--- src/rtl/char_fetch_ctrl.sv ---
// Text-mode character fetch controller: reads char/attr words, looks up glyph rows
// and queues {bitmap, attr} in a FWFT FIFO. Optional macro: CHAR_FETCH_UNDERLINE_EN.
module char_fetch_ctrl #(
  parameter int FIFO_DEPTH = 4
) (
  input  logic        clk_i,
  input  logic        rst_i,
  input  logic        line_start_i,
  input  logic [12:0] row_base_i,
  input  logic [6:0]  cols_i,
  input  logic [2:0]  scanline_i,
  output logic        tr_req_o,
  output logic [12:0] tr_adr_o,
  input  logic        tr_ack_i,
  input  logic [15:0] tr_dat_i,
  output logic        cc_ce_o,
  output logic [8:0]  cc_code_o,
  output logic [2:0]  cc_scan_o,
  input  logic [8:0]  cc_bmp_i,
  output logic        out_valid_o,
  input  logic        out_rdy_i,
  output logic [8:0]  out_bmp_o,
  output logic [6:0]  out_attr_o,
  output logic        busy_o,
  output logic        line_done_o
);

  localparam int PTR_W = (FIFO_DEPTH > 1) ? $clog2(FIFO_DEPTH) : 1;
  localparam logic [PTR_W:0] DEPTH_C = (PTR_W+1)'(FIFO_DEPTH);

  typedef enum logic [2:0] {
    IDLE,
    FETCH,
    GLYPH,
    WAIT1,
    WAIT2,
    PUSH
  } state_t;

  state_t      state;
  logic [12:0] row_base;
  logic [6:0]  cols;
  logic [6:0]  col;
  logic [6:0]  col_next;
  logic [2:0]  scan;
  logic [6:0]  attr;
  logic [8:0]  bitmap;
  logic [8:0]  glyph_bits;

  logic [15:0]      mem [FIFO_DEPTH];
  logic [15:0]      head;
  logic [PTR_W-1:0] wr_ptr;
  logic [PTR_W-1:0] rd_ptr;
  logic [PTR_W:0]   count;
  logic             full;
  logic             empty;
  logic             push;
  logic             pop;
  logic             flush;

  assign col_next = col + 7'd1;

`ifdef CHAR_FETCH_UNDERLINE_EN
  // Underline: the bottom glyph row of an attr[6] cell is forced solid.
  assign glyph_bits = (attr[6] && (scan == 3'd7)) ? 9'h1FF : cc_bmp_i;
`else
  assign glyph_bits = cc_bmp_i;
`endif

  assign full  = (count == DEPTH_C);
  assign empty = (count == '0);
  assign flush = line_start_i && (state != IDLE);
  // A full FIFO refuses the push even if a pop frees a slot in the same cycle.
  assign push  = (state == PUSH) && !full && !flush;
  assign pop   = !empty && out_rdy_i;

  assign head        = mem[rd_ptr];
  assign out_valid_o = !empty;
  assign out_bmp_o   = empty ? 9'h000 : head[15:7];
  assign out_attr_o  = empty ? 7'h00 : head[6:0];
  assign busy_o      = (state != IDLE);

  always_ff @(posedge clk_i) begin
    if (push) begin
      mem[wr_ptr] <= {bitmap, attr};
    end
  end

  always_ff @(posedge clk_i) begin
    if (rst_i || flush) begin
      wr_ptr <= '0;
      rd_ptr <= '0;
      count  <= '0;
    end else begin
      if (push) begin
        wr_ptr <= wr_ptr + PTR_W'(1);
      end
      if (pop) begin
        rd_ptr <= rd_ptr + PTR_W'(1);
      end
      if (push && !pop) begin
        count <= count + (PTR_W+1)'(1);
      end else if (!push && pop) begin
        count <= count - (PTR_W+1)'(1);
      end
    end
  end

  // A line start in any state (re)starts the line; outside IDLE it is an abort.
  always_ff @(posedge clk_i) begin
    if (rst_i) begin
      state       <= IDLE;
      row_base    <= '0;
      cols        <= '0;
      col         <= '0;
      scan        <= '0;
      attr        <= '0;
      bitmap      <= '0;
      tr_req_o    <= 1'b0;
      tr_adr_o    <= '0;
      cc_ce_o     <= 1'b0;
      cc_code_o   <= '0;
      cc_scan_o   <= '0;
      line_done_o <= 1'b0;
    end else begin
      cc_ce_o     <= 1'b0;
      line_done_o <= 1'b0;
      if (line_start_i) begin
        row_base <= row_base_i;
        cols     <= cols_i;
        scan     <= scanline_i;
        col      <= '0;
        tr_req_o <= 1'b1;
        tr_adr_o <= row_base_i;
        state    <= FETCH;
      end else begin
        case (state)
          IDLE: begin
          end
          FETCH: begin
            if (tr_ack_i) begin
              tr_req_o  <= 1'b0;
              attr      <= tr_dat_i[15:9];
              cc_code_o <= tr_dat_i[8:0];
              cc_scan_o <= scan;
              cc_ce_o   <= 1'b1;
              state     <= GLYPH;
            end
          end
          GLYPH: begin
            state <= WAIT1;
          end
          WAIT1: begin
            state <= WAIT2;
          end
          WAIT2: begin
            bitmap <= glyph_bits;
            state  <= PUSH;
          end
          PUSH: begin
            if (!full) begin
              if (col == cols) begin
                line_done_o <= 1'b1;
                state       <= IDLE;
              end else begin
                col      <= col_next;
                tr_req_o <= 1'b1;
                tr_adr_o <= row_base + {6'd0, col_next};
                state    <= FETCH;
              end
            end
          end
          default: begin
            state <= IDLE;
          end
        endcase
      end
    end
  end

endmodule

--- config.mk ---
export PLATFORM = sky130hd
export DESIGN_NAME = char_fetch_ctrl
export DESIGN_NICKNAME = d
export VERILOG_FILES = /design/src/rtl/char_fetch_ctrl.sv
export SDC_FILE = /design/constraint.sdc
export NUM_CORES = 1
export LEC_CHECK = 0
export CELL_PAD_IN_SITES_DETAIL_PLACEMENT = 1
export CELL_PAD_IN_SITES_GLOBAL_PLACEMENT = 2
export CORE_ASPECT_RATIO = 2
export CORE_UTILIZATION = 38
export CTS_BUF_LIST = sky130_fd_sc_hd__clkbuf_4 sky130_fd_sc_hd__clkbuf_8 sky130_fd_sc_hd__clkbuf_16
export CTS_CLUSTER_SIZE = 25
export DETAILED_ROUTE_END_ITERATION = 7
export PLACE_DENSITY_LB_ADDON = 0.1
export SLEW_MARGIN = 20
export SYNTH_ARGS = -nofsm -noshare
export SYNTH_HDL_FRONTEND = slang
export SYNTH_SLANG_ARGS = --single-unit
--- constraint.sdc ---
create_clock -name clk_i -period 6.1 [get_ports clk_i]
set_input_delay 1.22 -clock clk_i [delete_from_list [all_inputs] [get_ports clk_i]]
set_output_delay 1.22 -clock clk_i [all_outputs]
set_load 0.05 [all_outputs]
==> reports/metrics.csv, run 1 <==
stage;metric;value;unit
place;dp_hpwl;11.9;mm
place;dp_slack;2.68;ns
timing;setup_viol;0;
place;placed_area;0.00748;mm²
min_path;min_path_cells;2;
cts;cts_max_path_buffers;2;
critical_path;crit_chain;mux4_2 > and2_1 > clkdlybuf4s50_1;
drt;drt-initial-drc-count;100;
critical_path;cpPeakStageDelay;0.71;ns
power_and_ir_drop;p_leak;0.00299;µW
timing;setup-tns-final;0;ns
cts;ctsResizeCount;0;
layout;final_cell_mix;clkdlybuf4s50_1 (96), dfxtp_1 (85), nand2_1 (75);
critical_path;reg2reg_to;tr_adr_o[6]$_SDFFE_PP0P_;
drt;wl;16.3;mm
global_routing;antenna_found_initial;0;
critical_path;cp-start-kind;flop;
global_routing;grt_pass1_wl;25.6;mm
critical_path;path_class;reg2out;
critical_path;cp.arrival;2.59;ns
global_routing;grt_max_degree;38;
synth;yosys_warnings;0;
timing;skew;0.00653;ns
layout;design_area;0.00806;mm²
drt;avgViaCountPerCell;5.19;
cts;clk_pin_slew;0.06;ns
cts;clockRootBuffer;clkbuf_16;
cts;cts_sinks;150;
floorplan;die_width;93.4;µm
floorplan;die_y;185;µm
synth;synthCells;555;
global_routing;overflow;0;
synth;synth.net_count;623;
timing;slew_viol_final;0;
timing;worstMarginPinSlew;0.907;ns
global_routing;grt_pass1_vias;4858;
synth;synth.distinct_cells;58;
global_routing;grt_use_total;20.3;%
layout;nets;715;
layout;fill_cells;1748;
place;numPortBuffers;98;
timing;slew-limit-headroom;39.6;%
run_status;status;completed;
synth;syn_area;0.00635;mm²
cts;clock_latency;0.42;ns
power_and_ir_drop;p_per_area;325;mW/mm²
floorplan;die-area;0.0173;mm²
cts;cts-buffers-inserted;17;
layout;syn2layout_area_growth;27.0;%
synth;avgSynthCellArea;11.4;µm²
drt;ant_nets;0;
synth;ys_seq_area_share;57.4;%
floorplan;core;0.0163;mm²
layout;multiInputGateArea;0.00252;mm²
critical_path;rr_startpoint;col[0]$_SDFFE_PP0P_;
drt;num_vias;4483;
timing;fin_crit;3.81;ns
synth;async_flop_share;0;%
critical_path;endpoint_kind;primary output;
place;place_inst;832;
flow_run;maxCapViolations;0;
synth;synth_seq_cells;150;
layout;regArea;0.00364;mm²
layout;layout-drive-gt1-share;9.85;%
min_path;hold_start;scan[1]$_SDFFE_PP0P_;
drt;post_drt_wl_per_cell;18.9;µm
timing;hold_viol;0;
timing;rsz0062_at_grt;no;
drt;drc;0;
timing;worst_slack;2.29;ns
power_and_ir_drop;vdd_ir_drop_max;0.000199;V
critical_path;cpMaxStageDelayCell;dfxtp_2;
synth;synth_edf_count;64;
place;place_congestion;0.821;
critical_path;r2r_cells;9;
layout;fin_cells;864;
synth;synth_ff_type;dfxtp_1;
floorplan;start_util;39.0;%
floorplan;ios;99;
drt;dr.pass1.iters;6;
critical_path;cp.required;4.88;ns
critical_path;critPathMaxFanout;16;
cts;ctsHoldBuffers;0;
critical_path;r2r_slack;3.21;ns
cts;cts_tree;yes;
cts;htreeDepth;4;
layout;antenna_cells;0;
min_path;whs_endpoint;cc_scan_o[1]$_SDFFE_PP0P_;
timing;timing.fmax;262;MHz
cts;cts_setup_buffers;0;
layout;final_common_cell;clkdlybuf4s50_1;
timing;finalCritPeriodShare;62.5;%
min_path;hp-class;reg2reg;
floorplan;row_count;66;
==> kinds of logic (layout without fill, tap and decap cells) <==
logic type	after synthesis	in the layout	share of synthesized area (%)
AO/OA/AOI/OAI	91	91	9.44
multiplexers	45	45	10.3
XOR/XNOR	22	22	3.04
AND/OR/NAND/NOR	189	189	13.8
adder cells (fa/ha/maj)	15	15	3.19
buffers and inverters	43	148	2.90
flip-flops	150	150	57.4
==> flip-flops by register name, summed over array words and instances, names as in the netlist, 3 cells and up, named ones only <==
register / cells
tr_adr_o: 13
scan: 3
col: 7
state: 3
row_base: 13
attr: 7
mem: 64
cc_scan_o: 3
count: 3
bitmap: 9
cc_code_o: 9
cols: 7
==> Yosys cell counts, types with 5 or more instances <==
master    instances  area share [%]
and2_1           17             1.7
inv_1            14            0.83
nor2_1           50             3.0
clkbuf_1         17             1.0
and3_1            7            0.69
xnor2_1          11             1.5
o21ai_0           6            0.47
mux4_2           16             5.7
a21oi_1          46             3.6
mux2i_1          29             4.6
or3_1             7            0.69
nand3_1           6            0.47
xor2_1           11             1.5
ha_1             13             2.6
buf_2             8            0.63
edfxtp_1         64              30
dfxtp_1          86              27
nor3_1            6            0.47
nand2_1          75             4.4
nor2b_1           5            0.49
==> worst max-delay path: cells and delay by family, from the launching register on <==
| kind | cells | cell delay [ns] |
|---|---|---|
| AND/OR/NAND/NOR | 1 | 0.18 |
| flip-flops | 1 | 0.71 |
| buffers and inverters | 1 | 0.70 |
| multiplexers | 1 | 0.58 |
==> per-stage QoR <==
stage / hold WS [ns] / power (µW) / util, %
floorplan: 0.431 / 1450 / -
global placement: 0.443 / 1610 / 46.0
detailed placement: 0.452 / 1620 / 46.0
CTS: 0.460 / 2650 / 49.5
global route: 0.480 / 2720 / 49.5
finish: 0.458 / 2620 / 49.5
==> final cells by class <==
cell class | count | area share, %
inverters | 14 | 0.652
clock buffers | 20 | 5.56
clock inverters | 12 | 1.63
repair buffers | 102 | 12.4
well taps | 204 | 3.17
multi-input cells | 362 | 31.3
flip-flops and latches | 150 | 45.2
==> how the worst max path moves through the flow <==
stage	to	slack, ns	from
3_5_place_dp	out_bmp_o[6]	2.68	flop
3_3_place_gp	out_attr_o[4]	2.30	flop
4_1_cts	out_bmp_o[6]	2.22	flop
2_1_floorplan	count[2]$_SDFFE_PP0P_	2.92	line_start_i
5_1_grt	out_attr_o[2]	2.14	flop
6_report	out_bmp_o[1]	2.29	flop
==> per-layer routing <==
layer | global-route usage (%) | part of all wire [%] | vias to the layer above
met5 | 0 | 0 | -
met4 | 7.14 | 1.7 | 0
met3 | 3.55 | 2.4 | 17
met2 | 41.2 | 60 | 77
met1 | 19.7 | 36 | 2225
li1 | - | - | 2164
==> report_power, final <==
group          total, µW  internal (µW)  switching (µW)
Clock               1030            616             414
Sequential          1120           1070            46.0
Combinational        472            194             277
Power figures use the tool's default switching activity.
==> run 2, diff against run 1 <==
CORE_UTILIZATION = 35   (was 38)
clock period = 3.96 ns   (was 6.1 ns; I/O delays follow)
==> reports/metrics.csv, run 2 (synthesis results as in run 1) <==
stage;metric;value;unit
run_status;status;completed;
cts;clk_pin_slew;0.06;ns
floorplan;die_width;97.2;µm
cts;cts-buffers-inserted;17;
place;numPortBuffers;98;
drt;drc;0;
timing;timing.fmax;302;MHz
cts;htreeDepth;4;
power_and_ir_drop;clock_power_share;38.9;%
timing;skew;0.0104;ns
layout;largest_register_ffs;64;
min_path;min_path_cells;2;
floorplan;die-area;0.0187;mm²
power_and_ir_drop;pwr-share-seq;41.9;%
timing;slew-limit-headroom;40.1;%
critical_path;reg2reg_to;tr_adr_o[7]$_SDFFE_PP0P_;
drt;num_vias;4511;
critical_path;critPathMaxFanout;16;
power_and_ir_drop;p_leak;0.00300;µW
min_path;hold_start;cc_code_o[5]$_SDFFE_PP0P_;
global_routing;grt_pass1_wl;26.7;mm
layout;nets;718;
critical_path;cp-start-kind;flop;
critical_path;r2r_slack;1.12;ns
power_and_ir_drop;p_sw_share;29.1;%
cts;cts_tree;yes;
global_routing;grt_use_total;18.9;%
drt;avgViaCountPerCell;5.15;
layout;syn2layout_area_growth;27.4;%
layout;final_cell_mix;clkdlybuf4s50_1 (96), dfxtp_1 (86), nand2_1 (75);
drt;post_drt_wl_per_cell;19.3;µm
power_and_ir_drop;p_int;2860;µW
timing;fin_crit;3.31;ns
floorplan;die_y;192;µm
global_routing;antenna_found_initial;0;
critical_path;r2r_cells;10;
power_and_ir_drop;pwr-share-comb;19.2;%
global_routing;overflow;0;
cts;cts_setup_buffers;0;
min_path;whs_endpoint;cc_code_o[5]$_SDFFE_PP0P_;
timing;slew_viol_final;0;
layout;largest_register;mem;
drt;drt-initial-drc-count;68;
drt;ant_nets;0;
layout;fill_cells;1930;
min_path;hp-class;reg2reg;
drt;wl;16.9;mm
critical_path;cp.arrival;2.52;ns
cts;ctsHoldBuffers;0;
critical_path;path_class;reg2out;
global_routing;grt_pass1_vias;4896;
critical_path;cpMaxStageDelayCell;dfxtp_1;
timing;whs;0.453;ns
floorplan;core;0.0178;mm²
timing;setup_viol;0;
timing;setup-tns-final;0;ns
critical_path;path_buf_inv;1;
cts;ctsResizeCount;0;
critical_path;crit_chain;mux4_2 > and2_1 > clkdlybuf4s50_1;
place;place_congestion;0.794;
cts;clockRootBuffer;clkbuf_16;
flow_run;maxCapViolations;0;
timing;worst_slack;0.648;ns
layout;regArea;0.00364;mm²
global_routing;grt_max_degree;29;
cts;cts_max_path_buffers;2;
cts;cts_sinks;150;
place;dp_slack;1.00;ns
floorplan;row_count;69;
power_and_ir_drop;vdd_ir_drop_max;0.000280;V
critical_path;crit_family;flip-flops;
cts;clock_latency;0.42;ns
layout;antenna_cells;0;
layout;multiInputGateArea;0.00252;mm²
drt;dr.pass1.iters;4;
timing;finalCritPeriodShare;83.6;%
critical_path;cpPeakStageDelay;0.83;ns
critical_path;rr_startpoint;col[0]$_SDFFE_PP0P_;
layout;layout-drive-gt1-share;10.3;%
floorplan;ios;99;
critical_path;cp.required;3.17;ns
floorplan;start_util;35.7;%
timing;hold_viol;0;
layout;top_regs;mem (64), row_base (13), tr_adr_o (13);
timing;rsz0062_at_grt;no;
power_and_ir_drop;p_per_area;499;mW/mm²
power_and_ir_drop;p_switching;1170;µW
timing;worstMarginPinSlew;0.898;ns
critical_path;endpoint_kind;primary output;
layout;final_common_cell;clkdlybuf4s50_1;
place;dp_hpwl;12.6;mm
run 2: area by class of cell:
type	instances	area share, %
clock buffer	20	5.62
clock inverter	12	1.46
inverter	14	0.650
multi-input combinational	362	31.2
sequential	150	45.1
tap	213	3.30
timing repair buffer	105	12.7
run 2: power groups by stage:
stage	clock network, µW	registers [µW]	logic, µW
6_report	1570	1690	775
5_1_grt	1670	1690	835
3_3_place_gp	0	1720	767
4_1_cts	1610	1690	796
2_1_floorplan	0	1750	491
3_5_place_dp	0	1720	792
run 2: through the flow:
| step | utilization [%] | std cells | total power (µW) | cell area, µm² |
|---|---|---|---|---|
| floorplan | - | 555 | 2240 | 6350 |
| global placement | 42.2 | 844 | 2480 | 7510 |
| detailed placement | 42.2 | 844 | 2510 | 7510 |
| CTS | 45.4 | 876 | 4090 | 8080 |
| global route | 45.4 | 876 | 4200 | 8080 |
| finish | 45.4 | 876 | 4030 | 8080 |
run 2: how the worst max path moves through the flow:
stage                      start                    end  slack (ns)  depth (start not counted)
detailed placement          flop          out_attr_o[1]        1.00                          3
global placement            flop           out_bmp_o[7]        1.06                          3
finish                      flop          out_attr_o[4]        0.65                          3
global route                flop          out_attr_o[1]        0.49                          3
CTS                         flop          out_attr_o[1]        0.55                          3
floorplan           line_start_i  count[2]$_SDFFE_PP0P_        1.21                         10
run 2: layer usage:
layer / up-vias / global-route usage, % / routed length [µm]
met5: - / 0 / 0
met3: 19 / 3.48 / 404
met2: 64 / 39.3 / 10400
li1: 2174 / - / -
met4: 0 / 7.98 / 374
met1: 2254 / 17.5 / 5800
run 2: worst min-delay path, stage by stage (launching register included):
cell	delay (ns)
dfxtp_1	0.30
nand2_1	0.05
a21oi_1	0.05
==> run 3, diff against run 2 <==
clock period = 3.3 ns   (was 3.96 ns; I/O delays follow)
==> reports/metrics.csv, run 3 (synthesis results as in run 1) <==
stage;metric;value;unit
layout;top_regs;mem (64), row_base (13), tr_adr_o (13);
drt;dr.max_layer_used;met4;
critical_path;r2r_slack;0.53;ns
cts;cts_sinks;150;
power_and_ir_drop;p_per_area;610;mW/mm²
cts;cts_tree;yes;
drt;drc;0;
global_routing;grt_pass1_wl;26.9;mm
floorplan;die-area;0.0187;mm²
power_and_ir_drop;p_leak;0.00307;µW
critical_path;cp-start-kind;flop;
layout;syn2layout_area_growth;28.8;%
layout;fin_cells;883;
floorplan;start_util;35.7;%
place;place_congestion;0.809;
drt;route.met2.wl;10.1;mm
drt;dr_wl_met3;390;µm
timing;fin_crit;3.11;ns
cts;ctsResizeCount;0;
global_routing;overflow;0;
drt;avgViaCountPerCell;5.10;
drt;ant_nets;0;
cts;clock_latency;0.43;ns
critical_path;cp.arrival;2.45;ns
layout;layout-drive-gt1-share;12.2;%
floorplan;die_y;192;µm
critical_path;critPathMaxFanout;16;
critical_path;endpoint_kind;primary output;
cts;cts-buffers-inserted;17;
layout;final_cell_mix;clkdlybuf4s50_1 (89), dfxtp_1 (86), nand2_1 (75);
layout;design_area;0.00817;mm²
place;placed_area;0.00755;mm²
critical_path;path_class;reg2out;
layout;final_common_cell;clkdlybuf4s50_1;
cts;clk_pin_slew;0.06;ns
global_routing;grt_max_degree;42;
timing;slew_viol_final;0;
global_routing;antenna_found_initial;0;
timing;rsz0062_at_grt;no;
cts;clockRootBuffer;clkbuf_16;
drt;drt-met1-wl;5.97;mm
timing;skew;0.0101;ns
layout;fill_cells;1904;
timing;slew-limit-headroom;40.6;%
layout;antenna_cells;0;
drt;num_vias;4503;
global_routing;grt_use_total;19.0;%
drt;post_drt_wl_per_cell;18.9;µm
drt;dr.pass1.iters;7;
place;numPortBuffers;98;
min_path;hp-class;reg2reg;
cts;htreeDepth;4;
layout;nets;725;
timing;whs;0.454;ns
cts;cts_max_path_buffers;2;
floorplan;core;0.0178;mm²
layout;largest_register;mem;
timing;setup-tns-final;0;ns
cts;cts_setup_buffers;0;
min_path;min_path_cells;2;
layout;largest_register_ffs;64;
drt;wl;16.7;mm
critical_path;cp.required;2.64;ns
floorplan;row_count;69;
floorplan;die_width;97.2;µm
timing;worst_slack;0.191;ns
cts;ctsHoldBuffers;0;
floorplan;ios;99;
timing;worstMarginPinSlew;0.892;ns
timing;hold_viol;0;
drt;drt-initial-drc-count;91;
place;place_inst;851;
timing;timing.fmax;322;MHz
critical_path;r2r_cells;9;
power_and_ir_drop;vdd_ir_drop_max;0.000376;V
flow_run;maxCapViolations;0;
run_status;status;completed;
global_routing;grt_pass1_vias;4976;
timing;finalCritPeriodShare;94.2;%
place;dp_slack;0.541;ns
place;dp_hpwl;12.3;mm
timing;setup_viol;0;
-- run 3: cell types whose count changed in the layout (fill, tap and decap cells not counted), sizes merged --
cell | before | now
buf | 9 | 23
clkdlybuf4s50 | 96 | 89
clkinvlp | 4 | 3
bufinv | 1 | 3
inv | 19 | 18
-- run 3: worst paths after layout --
| kind | end | startpoint |
|---|---|---|
| setup reg to reg | tr_adr_o[8]$_SDFFE_PP0P_ | col[0]$_SDFFE_PP0P_ |
| hold reg to reg | cc_scan_o[2]$_SDFFE_PP0P_ | cc_scan_o[2]$_SDFFE_PP0P_ |
| hold / removal | cc_scan_o[2]$_SDFFE_PP0P_ | cc_scan_o[2]$_SDFFE_PP0P_ |
| setup / recovery | out_attr_o[3] | flop |
-- run 3: stage by stage --
| step | util [%] | power (µW) |
|---|---|---|
| final | 46.0 | 4990 |
| after global routing | 46.0 | 5210 |
| after CTS | 46.0 | 5080 |
| after detailed placement | 42.4 | 3010 |
| after global placement | 42.4 | 3000 |
| after floorplan | - | 2690 |
-- run 3: critical path, cell delays in order (launching register included) --
cell and delay, ns:
dfxtp_1 0.31, buf_4 0.31, mux4_2 0.54, and2_1 0.17, clkdlybuf4s50_1 0.70
-- run 3: layer usage --
layer / up-vias / global-route usage [%]
li1: 2186 / -
met1: 2235 / 18.3
met2: 67 / 38.9
met3: 15 / 3.40
met4: 0 / 7.18
met5: - / 0
-- run 3: where the power goes --
part | switching (µW) | internal [µW] | total [µW] | leakage [µW]
Combinational | 557 | 360 | 917 | 0.00142
Clock | 789 | 1250 | 2040 | 0.000299
Sequential | 48.3 | 1980 | 2030 | 0.00135
-- run 3: layout make-up --
class	instances	area [µm²]	share of cell area [%]
flip-flops and latches	150	3640	44.6
clock buffers	20	460	5.63
clock inverters	12	168	2.05
multi-input cells	362	2520	30.9
well taps	213	267	3.26
repair buffers	112	1060	12.9
inverters	14	52.6	0.643
